--- src/rtl/muldiv_unit_if.sv ---
// muldiv_unit_if: start/busy/done handshake and HI/LO result bus.
// MULDIV_HILO_WR_EN adds the hi_wr/lo_wr/wr_data write port.
interface muldiv_unit_if #(
    parameter int WIDTH = 32
);
    logic             start;
    logic [1:0]       op;
    logic [WIDTH-1:0] a;
    logic [WIDTH-1:0] b;
    logic             busy;
    logic             done;
    logic             div_zero;
    logic [WIDTH-1:0] hi;
    logic [WIDTH-1:0] lo;
`ifdef MULDIV_HILO_WR_EN
    logic             hi_wr;
    logic             lo_wr;
    logic [WIDTH-1:0] wr_data;

    modport master (
        output start, op, a, b, hi_wr, lo_wr, wr_data,
        input  busy, done, div_zero, hi, lo
    );
    modport slave (
        input  start, op, a, b, hi_wr, lo_wr, wr_data,
        output busy, done, div_zero, hi, lo
    );
`else
    modport master (
        output start, op, a, b,
        input  busy, done, div_zero, hi, lo
    );
    modport slave (
        input  start, op, a, b,
        output busy, done, div_zero, hi, lo
    );
`endif
endinterface

--- src/rtl/muldiv_unit.sv ---
// muldiv_unit: iterative MULT/MULTU/DIV/DIVU, one bit per cycle, HI/LO regs.
// Optional MTHI/MTLO write port when MULDIV_HILO_WR_EN is defined.
module muldiv_unit #(
    parameter int WIDTH = 32
) (
    input  logic         clock,
    input  logic         reset,
    muldiv_unit_if.slave bus
);
    localparam int CW = $clog2(WIDTH);

    typedef enum logic [2:0] {IDLE, PREP, RUN, FIX, DONE} state_t;

    state_t             state_q, state_d;
    logic [1:0]         op_q, op_d;
    logic [WIDTH-1:0]   a_q, a_d;
    logic [WIDTH-1:0]   b_q, b_d;
    logic [2*WIDTH-1:0] acc_q, acc_d;
    logic [CW-1:0]      cnt_q, cnt_d;
    logic               res_neg_q, res_neg_d;
    logic               rem_neg_q, rem_neg_d;
    logic [WIDTH-1:0]   hi_q, hi_d;
    logic [WIDTH-1:0]   lo_q, lo_d;
    logic               busy_q, busy_d;
    logic               done_q, done_d;
    logic               dz_q, dz_d;

    logic               is_div;
    logic               neg_a;
    logic               neg_b;
    logic [WIDTH-1:0]   abs_a;
    logic [WIDTH-1:0]   abs_b;
    logic [WIDTH:0]     add_sum;
    logic [WIDTH:0]     sub_diff;
    logic [WIDTH-1:0]   fix_hi;
    logic [WIDTH-1:0]   fix_lo;

    // Operand magnitudes, step adders and sign fix-up of the raw result.
    always_comb begin
        is_div   = op_q[1];
        neg_a    = ~op_q[0] & a_q[WIDTH-1];
        neg_b    = ~op_q[0] & b_q[WIDTH-1];
        abs_a    = neg_a ? -a_q : a_q;
        abs_b    = neg_b ? -b_q : b_q;
        add_sum  = {1'b0, acc_q[2*WIDTH-1:WIDTH]} + {1'b0, b_q};
        // Top WIDTH+1 bits after the left shift, minus the divisor.
        sub_diff = acc_q[2*WIDTH-1:WIDTH-1] - {1'b0, b_q};
        fix_hi   = acc_q[2*WIDTH-1:WIDTH];
        fix_lo   = acc_q[WIDTH-1:0];
        if (is_div) begin
            if (rem_neg_q) fix_hi = -acc_q[2*WIDTH-1:WIDTH];
            if (res_neg_q) fix_lo = -acc_q[WIDTH-1:0];
        end else if (res_neg_q) begin
            {fix_hi, fix_lo} = -acc_q;
        end
    end

    // Next-state and datapath update for the IDLE/PREP/RUN/FIX/DONE sequence.
    always_comb begin
        state_d   = state_q;
        op_d      = op_q;
        a_d       = a_q;
        b_d       = b_q;
        acc_d     = acc_q;
        cnt_d     = cnt_q;
        res_neg_d = res_neg_q;
        rem_neg_d = rem_neg_q;
        hi_d      = hi_q;
        lo_d      = lo_q;
        dz_d      = 1'b0;
        unique case (state_q)
            IDLE: begin
                if (bus.start) begin
                    state_d = PREP;
                    op_d    = bus.op;
                    a_d     = bus.a;
                    b_d     = bus.b;
                end
`ifdef MULDIV_HILO_WR_EN
                if (bus.hi_wr) hi_d = bus.wr_data;
                if (bus.lo_wr) lo_d = bus.wr_data;
`endif
            end
            PREP: begin
                res_neg_d = neg_a ^ neg_b;
                rem_neg_d = neg_a;
                acc_d     = {{WIDTH{1'b0}}, abs_a};
                b_d       = abs_b;
                cnt_d     = '0;
                if (is_div && (b_q == '0)) begin
                    state_d = DONE;
                    dz_d    = 1'b1;
                end else begin
                    state_d = RUN;
                end
            end
            RUN: begin
                if (is_div) begin
                    // Restoring step: keep the subtraction only if it did not borrow.
                    if (!sub_diff[WIDTH])
                        acc_d = {sub_diff[WIDTH-1:0], acc_q[WIDTH-2:0], 1'b1};
                    else
                        acc_d = {acc_q[2*WIDTH-2:0], 1'b0};
                end else begin
                    // Shift-add: carry out of the add shifts into the top bit.
                    if (acc_q[0])
                        acc_d = {add_sum, acc_q[WIDTH-1:1]};
                    else
                        acc_d = {1'b0, acc_q[2*WIDTH-1:1]};
                end
                if (cnt_q == CW'(WIDTH - 1)) state_d = FIX;
                else cnt_d = cnt_q + CW'(1);
            end
            FIX: begin
                hi_d    = fix_hi;
                lo_d    = fix_lo;
                state_d = DONE;
            end
            DONE: state_d = IDLE;
            default: state_d = IDLE;
        endcase
        busy_d = (state_d == PREP) || (state_d == RUN) || (state_d == FIX);
        done_d = (state_d == DONE);
    end

    // All state and registered outputs; reset aborts any operation in flight.
    always_ff @(posedge clock or negedge reset) begin
        if (!reset) begin
            state_q   <= IDLE;
            op_q      <= '0;
            a_q       <= '0;
            b_q       <= '0;
            acc_q     <= '0;
            cnt_q     <= '0;
            res_neg_q <= 1'b0;
            rem_neg_q <= 1'b0;
            hi_q      <= '0;
            lo_q      <= '0;
            busy_q    <= 1'b0;
            done_q    <= 1'b0;
            dz_q      <= 1'b0;
        end else begin
            state_q   <= state_d;
            op_q      <= op_d;
            a_q       <= a_d;
            b_q       <= b_d;
            acc_q     <= acc_d;
            cnt_q     <= cnt_d;
            res_neg_q <= res_neg_d;
            rem_neg_q <= rem_neg_d;
            hi_q      <= hi_d;
            lo_q      <= lo_d;
            busy_q    <= busy_d;
            done_q    <= done_d;
            dz_q      <= dz_d;
        end
    end

    assign bus.busy     = busy_q;
    assign bus.done     = done_q;
    assign bus.div_zero = dz_q;
    assign bus.hi       = hi_q;
    assign bus.lo       = lo_q;
endmodule
--- src/flat_wrapper.sv ---
// flat-port wrapper written by rule: the top's interface ports become plain ports
module muldiv_unit_flat 
#(
    parameter int WIDTH = 32
)
  (clock, reset, bus_start, bus_op, bus_a, bus_b, bus_busy, bus_done, bus_div_zero, bus_hi, bus_lo);
  muldiv_unit_if #(.WIDTH(WIDTH)) bus_i ();
  input  logic clock;
  input  logic reset;
  input wire logic [$bits(bus_i.start)-1:0] bus_start;
  input wire logic [$bits(bus_i.op)-1:0] bus_op;
  input wire logic [$bits(bus_i.a)-1:0] bus_a;
  input wire logic [$bits(bus_i.b)-1:0] bus_b;
  output wire logic [$bits(bus_i.busy)-1:0] bus_busy;
  output wire logic [$bits(bus_i.done)-1:0] bus_done;
  output wire logic [$bits(bus_i.div_zero)-1:0] bus_div_zero;
  output wire logic [$bits(bus_i.hi)-1:0] bus_hi;
  output wire logic [$bits(bus_i.lo)-1:0] bus_lo;
  assign bus_i.start = bus_start;
  assign bus_i.op = bus_op;
  assign bus_i.a = bus_a;
  assign bus_i.b = bus_b;
  assign bus_busy = bus_i.busy;
  assign bus_done = bus_i.done;
  assign bus_div_zero = bus_i.div_zero;
  assign bus_hi = bus_i.hi;
  assign bus_lo = bus_i.lo;
  muldiv_unit #(.WIDTH(WIDTH)) u_core (.clock(clock), .reset(reset), .bus(bus_i));
endmodule
--- config.mk ---
export PLATFORM = sky130hd
export DESIGN_NAME = muldiv_unit_flat
export DESIGN_NICKNAME = d
export VERILOG_FILES = /design/src/rtl/muldiv_unit_if.sv /design/src/rtl/muldiv_unit.sv /design/src/flat_wrapper.sv
export SDC_FILE = /design/constraint.sdc
export NUM_CORES = 1
export LEC_CHECK = 0
export CELL_PAD_IN_SITES_DETAIL_PLACEMENT = 0
export CELL_PAD_IN_SITES_GLOBAL_PLACEMENT = 1
export CORE_ASPECT_RATIO = 1.5
export CORE_MARGIN = 2
export CORE_UTILIZATION = 41
export DETAILED_ROUTE_END_ITERATION = 8
export HOLD_SLACK_MARGIN = 0.12
export PLACE_DENSITY = 0.77
export SYNTH_ARGS = -nofsm -noshare
export SYNTH_HDL_FRONTEND = slang
export SYNTH_SLANG_ARGS = --single-unit
--- constraint.sdc ---
create_clock -name clock -period 3.7 [get_ports clock]
set_input_delay 0.74 -clock clock [delete_from_list [all_inputs] [get_ports clock]]
set_output_delay 0.74 -clock clock [all_outputs]
set_load 0.01 [all_outputs]
## Word-level counts from Yosys, hierarchy flattened

Index checks and enable logic that the tools add are counted.
W data, S select, Z words.

- Add/sub/neg operators: 8
- $mul: 0
- Div/mod/pow operators: 0
- Order comparisons: 0
- Equality and inequality tests: 11
- Shifts and indexed selects: 0
- Multiplexer cells: 22
- Bitwise operators: 4
- Reductions and logical operators: 10

Operators by type and width:

| operator | count |
|---|---|
| $mux W32 | 9 |
| $mux W64 | 3 |
| $neg A32 Y32 | 4 |
| $pmux W64 S2 | 1 |
| $neg A64 Y64 | 1 |
| $pmux W32 S2 | 1 |
| $add A32 B32 Y33 | 1 |
| $sub A33 B32 Y33 | 1 |
| $logic_not A32 Y1 | 1 |
| $eq A3 B2 Y1 const B | 4 |
| $pmux W3 S4 | 1 |
| $pmux W5 S2 | 1 |
| $mux W3 | 3 |
| $eq A3 B1 Y1 const B | 2 |
| $add A5 B1 Y5 const B | 1 |
| $eq A5 B5 Y1 const B | 1 |
| $mux W5 | 1 |
| $ne A2 B2 Y1 const B | 2 |
| $reduce_and A2 Y1 | 2 |
| $reduce_bool A2 Y1 | 2 |
| $eq A3 B3 Y1 const B | 1 |
| $logic_not A3 Y1 | 1 |
| $reduce_and A3 Y1 | 1 |
| $and A1 B1 Y1 | 2 |
| other kinds (6) | 8 |

- Bits in registers: 207
- Latch bits: 0
- RAM bits: 0
- Bits in read-only memories: 0
- Bits of input ports: 69
- Output and inout port bits: 67
- Logic and storage cells: 68
- Memories kept: 0

## Longest topological paths before layout

- Depth after elaboration: 7
- Gate-level depth with buffers: 14
- Depth with buffers taken out: 12

## Worst setup path after synthesis

Ideal clock, no wire load.

- Path kind: register to register
- Start: register u_core.acc_q[31]
- End: register u_core.acc_q[45]
- Setup time: 0.122 ns
- Arrival: 3.189 ns
- Required time: 3.578 ns
- Slack: 0.390 ns
- Cell stages (with the launch flop): 14
- Buffers on the path: 1
- Clock period less this slack: 3.310 ns
- Cell sequence: dfrtp_1 > inv_1 > ha_1 > fa_1 > nor2b_1 > o31ai_1 > a311o_1 > and2_1 > o211ai_1 > xor2_1 > buf_2 > mux2i_1 > nand2_1 > a32o_1

- Cells in the longest elaborated chain, start to end: 4

RTL lines:

| element | line | RTL |
|---|---|---|
| from (decl) | muldiv_unit.sv:18 | `logic [2*WIDTH-1:0] acc_q, acc_d;` |
| from (signal assigned) | muldiv_unit.sv:133 | `acc_q <= '0;` |
| from (signal assigned) | muldiv_unit.sv:147 | `acc_q <= acc_d;` |
| $sub A33 B32 Y33 | muldiv_unit.sv:47 | `sub_diff = acc_q[2*WIDTH-1:WIDTH-1] - {1'b0, b_q};` |
| $mux W64 | muldiv_unit.sv:100 | `if (!sub_diff[WIDTH])` |
| $mux W64 | muldiv_unit.sv:98 | `if (is_div) begin` |
| $pmux W64 S2 | muldiv_unit.sv:71 | `unique case (state_q)` |

Every way passes these cells.
A chain may end at the register's enable or synchronous reset.

## Worst setup path in the final report

- Start: register u_core.acc_q[31]
- End: register u_core.acc_q[52]

The elaborated chain is that of the path after synthesis.

==> metrics.txt <==
# TYPE chip_impl_metric gauge
chip_impl_metric{name="pwr_density_cell",unit="nW/µm²"} 1030
chip_impl_metric{name="min_period_over_period",unit="%"} 95.29
chip_impl_metric{name="antenna_violating_nets_post_route",unit=""} 0
chip_impl_metric{name="dr.first_iter.drc_count",unit=""} 980
chip_impl_metric{name="cts.reportedPaths.clkPinSlew",unit="ns"} 0.06
chip_impl_metric{name="synth.ff_latch_count",unit=""} 207
chip_impl_info{name="hold_path.class",value="input port to asynchronous set/reset pin"} 1
chip_impl_metric{name="irDropWorstVdd",unit="mV"} 0.4310
chip_impl_metric{name="cts_sinks",unit=""} 207
chip_impl_metric{name="synthMuxAreaShare",unit="%"} 4.008
chip_impl_metric{name="yosys.area.top_type_share",unit="%"} 33.39
chip_impl_metric{name="sequential_share_of_the_synthesized_area",unit="%"} 33.39
chip_impl_metric{name="gpl.final_weighted_congestion",unit=""} 0.9659
chip_impl_metric{name="groute.usage.overall",unit="%"} 27.75
chip_impl_info{name="worstSetupEndpointType",value="flip-flop"} 1
chip_impl_metric{name="flow.area_growth_from_synthesis",unit="%"} 20.41
chip_impl_metric{name="netlist_instances",unit=""} 1939
chip_impl_metric{name="holdBufCountCts",unit=""} 0
chip_impl_info{name="ys_dominant_reg_cell",value="sky130_fd_sc_hd__dfrtp_1"} 1
chip_impl_metric{name="cts_resized",unit=""} 0
chip_impl_info{name="start_kind",value="flip-flop"} 1
chip_impl_metric{name="stdcell_area",unit="µm²"} 18680
chip_impl_metric{name="synth_compound_gate_area_share",unit="%"} 25.09
chip_impl_metric{name="setup_violations",unit=""} 0
chip_impl_metric{name="cts_buffer_depth",unit=""} 3
chip_impl_metric{name="pin_count",unit=""} 136
chip_impl_info{name="worstSetupPathType",value="flip-flop to flip-flop"} 1
chip_impl_metric{name="synthesis.area_per_instance",unit="µm²"} 8.001
chip_impl_info{name="clock_tree_from_tritoncts",value="built"} 1
chip_impl_info{name="yosys.cell_count.top_type",value="sky130_fd_sc_hd__nand2_1"} 1
chip_impl_metric{name="synth_edf_count",unit=""} 0
chip_impl_metric{name="drt_pre_antenna_iters",unit=""} 5
chip_impl_metric{name="wl",unit="mm"} 55.90
chip_impl_metric{name="buffer_ports.inserted",unit=""} 135
chip_impl_metric{name="timing_max_transition_violations_final",unit=""} 0
chip_impl_metric{name="nFillCells",unit=""} 3709
chip_impl_metric{name="die_area",unit="µm²"} 39440
chip_impl_info{name="setup_repair_after_global_routing_missed_its_margin",value="false"} 1
chip_impl_metric{name="final.min_clock_period",unit="ns"} 3.526
chip_impl_metric{name="drive_above_1_share",unit="%"} 8.226
chip_impl_metric{name="number_of_remaining_drc_errors",unit=""} 0
chip_impl_metric{name="cap_violations",unit=""} 0
chip_impl_metric{name="synth-simple-area-share",unit="%"} 19.50
chip_impl_metric{name="clock-skew-final",unit="ns"} 0.02084
chip_impl_metric{name="dp_hpwl",unit="mm"} 42.16
chip_impl_metric{name="cell_variety_after_synth",unit=""} 73
chip_impl_metric{name="p_leak",unit="nW"} 7.915
chip_impl_metric{name="flop2flop_setup_slack",unit="ns"} 0.17
chip_impl_info{name="largest_family_of_logic_cells_by_synthesized_area",value="compound AO/OA/AOI/OAI gates"} 1
chip_impl_info{name="clk_root_buffer_cell",value="sky130_fd_sc_hd__clkbuf_16"} 1
chip_impl_metric{name="rows",unit=""} 87
chip_impl_metric{name="final_hold_viol_count",unit=""} 0
chip_impl_metric{name="synth_fa_ha_area_share",unit="%"} 5.903
chip_impl_info{name="result_of_the_run",value="finished, final reports clean"} 1
chip_impl_metric{name="grt_start_max_net_pins",unit=""} 94
chip_impl_metric{name="vertical_die_dimension",unit="µm"} 242.2
chip_impl_metric{name="critical_path.n_buffers_inverters",unit=""} 3
chip_impl_metric{name="tightest_slew",unit="ns"} 1.268
chip_impl_info{name="reg2reg_from",value="u_core.acc_q[31]"} 1
chip_impl_metric{name="worst_slew_margin_rel",unit="%"} 15.34
chip_impl_metric{name="detailed_place.area",unit="µm²"} 17800
chip_impl_metric{name="syn-cell-area",unit="µm²"} 15510
chip_impl_metric{name="ctsHtreeMaxLevel",unit=""} 1
chip_impl_metric{name="setup_tns",unit="ns"} 0
chip_impl_metric{name="die_x",unit="µm"} 162.8
chip_impl_info{name="cp-startpoint",value="u_core.acc_q[31]"} 1
chip_impl_metric{name="vias_per_cell",unit=""} 5.850
chip_impl_metric{name="synth-async-reset-ratio",unit="%"} 100.0
chip_impl_metric{name="overflow",unit=""} 0
chip_impl_metric{name="worst-r2r-cell-count",unit=""} 14
chip_impl_metric{name="grt_first_pass_wirelength",unit="mm"} 85.49
chip_impl_info{name="worstPathCellList",value="inv_1, ha_1, fa_1, nor2b_1, o31ai_1, a311o_1, and2_1, o211ai_1, xor2_4, buf_12, buf_4, mux2i_1, nand2_1, a31o_2"} 1
chip_impl_metric{name="nNetsFinal",unit=""} 2216
chip_impl_info{name="synthTopCellsByArea",value="sky130_fd_sc_hd__dfrtp_1, sky130_fd_sc_hd__nand2_1, sky130_fd_sc_hd__o21ai_0, sky130_fd_sc_hd__ha_1, sky130_fd_sc_hd__a21oi_1"} 1
chip_impl_metric{name="max_clock_freq",unit="MHz"} 283.6
chip_impl_metric{name="n_antenna_cell",unit=""} 0
chip_impl_info{name="r2r-end",value="u_core.acc_q[52]"} 1
chip_impl_metric{name="first_global_vias",unit=""} 15050
chip_impl_metric{name="core_region_area",unit="µm²"} 37450
chip_impl_metric{name="cp_data_arrival_time",unit="ns"} 3.96
chip_impl_info{name="timing.critical_path.max_delay_family",value="compound AO/OA/AOI/OAI gates"} 1
chip_impl_metric{name="avgRoutedWirePerCell",unit="µm"} 21.67
chip_impl_info{name="netlist_top_cells_count",value="sky130_fd_sc_hd__nand2_1, sky130_fd_sc_hd__dfrtp_1, sky130_fd_sc_hd__o21ai_0"} 1
chip_impl_info{name="crit_slowest_cell",value="sky130_fd_sc_hd__fa_1"} 1
chip_impl_metric{name="cpPeakStageDelay",unit="ns"} 0.42
chip_impl_metric{name="yosys_warnings",unit=""} 0
chip_impl_metric{name="grt_antenna_before_repair",unit=""} 0
chip_impl_metric{name="timing.critical_path.required",unit="ns"} 4.13
chip_impl_info{name="synth_top_cell_by_area",value="sky130_fd_sc_hd__dfrtp_1"} 1
chip_impl_metric{name="initial_utilization",unit="%"} 41.43
chip_impl_metric{name="routed_via_count",unit=""} 15090
chip_impl_metric{name="yosys.area_share.xor_xnor",unit="%"} 7.677
chip_impl_metric{name="post_cts.repair.setup_buffers",unit=""} 0
chip_impl_metric{name="worst_skew_pair.late_latency",unit="ns"} 0.56
chip_impl_metric{name="tritoncts.num_buffers",unit=""} 24
chip_impl_metric{name="critPathMaxFanout",unit=""} 8
chip_impl_metric{name="number_of_nets_produced_by_synthesis",unit=""} 2080
## power breakdown
| group | internal, mW | switching (mW) |
|---|---|---|
| clock | 1.46 | 1.05 |
| sequential | 3.28 | 1.26 |
| combinational | 5.02 | 7.18 |
## layout by cell type (no fill, tap or decap), types with 57 or more instances in the layout
master,Yosys,routed
sky130_fd_sc_hd__clkdlybuf4s50_1,0,134
sky130_fd_sc_hd__xor2_1,70,69
sky130_fd_sc_hd__a21oi_1,157,157
sky130_fd_sc_hd__mux2i_1,61,61
sky130_fd_sc_hd__nor2_1,107,106
sky130_fd_sc_hd__buf_4,0,91
sky130_fd_sc_hd__dfrtp_1,207,206
sky130_fd_sc_hd__xnor2_1,66,66
sky130_fd_sc_hd__nand2_1,299,298
sky130_fd_sc_hd__inv_1,57,57
sky130_fd_sc_hd__ha_1,70,70
sky130_fd_sc_hd__o21ai_0,198,198
## worst max-delay path by stage
stage / endpoint / slack, ns / depth (start not counted)
CTS: u_core.acc_q[48] / 0.16 / 13
floorplan: u_core.acc_q[45] / 0.39 / 13
global route: u_core.acc_q[57] / 0.01 / 13
finish: u_core.acc_q[52] / 0.17 / 14
detailed placement: u_core.acc_q[48] / 0.22 / 13
global placement: u_core.acc_q[48] / 0.29 / 13
## worst register-to-register path: stages (launching register included)
cell and delay (ns):
sky130_fd_sc_hd__dfrtp_1 0.41, sky130_fd_sc_hd__inv_1 0.10, sky130_fd_sc_hd__ha_1 0.22, sky130_fd_sc_hd__fa_1 0.42, sky130_fd_sc_hd__nor2b_1 0.17, sky130_fd_sc_hd__o31ai_1 0.11
sky130_fd_sc_hd__a311o_1 0.32, sky130_fd_sc_hd__and2_1 0.22, sky130_fd_sc_hd__o211ai_1 0.35, sky130_fd_sc_hd__xor2_4 0.24, sky130_fd_sc_hd__buf_12 0.16, sky130_fd_sc_hd__buf_4 0.15
sky130_fd_sc_hd__mux2i_1 0.19, sky130_fd_sc_hd__nand2_1 0.07, sky130_fd_sc_hd__a31o_2 0.25
## cell type report
| class | instances | area, µm² | area share, % |
|---|---|---|---|
| clock buffer | 30 | 653.1 | 3.496 |
| clock inverter | 12 | 158.9 | 0.8506 |
| inverter | 57 | 214.0 | 1.145 |
| multi-input combinational | 1554 | 9724 | 52.05 |
| sequential | 207 | 5181 | 27.73 |
| tap | 489 | 611.8 | 3.275 |
| timing repair buffer | 231 | 2138 | 11.45 |
## sequential cells by signal, summed over array words and instances (netlist names), 2 cells and up
register,cells
u_core.a_q,32
u_core.acc_q,64
u_core.b_q,32
u_core.bus.hi,32
u_core.bus.lo,32
u_core.cnt_q,5
u_core.op_q,2
u_core.state_q,3
## through the flow
step	util (%)	hold slack, ns	power (mW)	instances	setup WS, ns
4_1_cts	49.72	0.1725	19.08	2573	0.1635
2_1_floorplan	-	0.4444	12.26	1939	0.3899
5_1_grt	49.89	0.1982	20.67	2580	0.01327
6_report	49.89	0.1597	19.25	2580	0.1743
3_3_place_gp	47.55	0.4652	16.37	2531	0.2894
3_5_place_dp	47.55	0.4726	16.48	2531	0.2248
## cell families after synthesis
logic type | after synthesis
multiplexers | 62
AO/OA/AOI/OAI | 632
adder cells (fa/ha/maj) | 72
XOR/XNOR | 136
buffers and inverters | 178
flip-flops | 207
AND/OR/NAND/NOR | 652
## routing by layer
layer,global-route usage [%],share of wire (%)
met5,0,0
met4,14.78,6.0
met3,2.517,3.7
met2,51.45,53
met1,30.92,38
(Power assumes the default switching activity.)
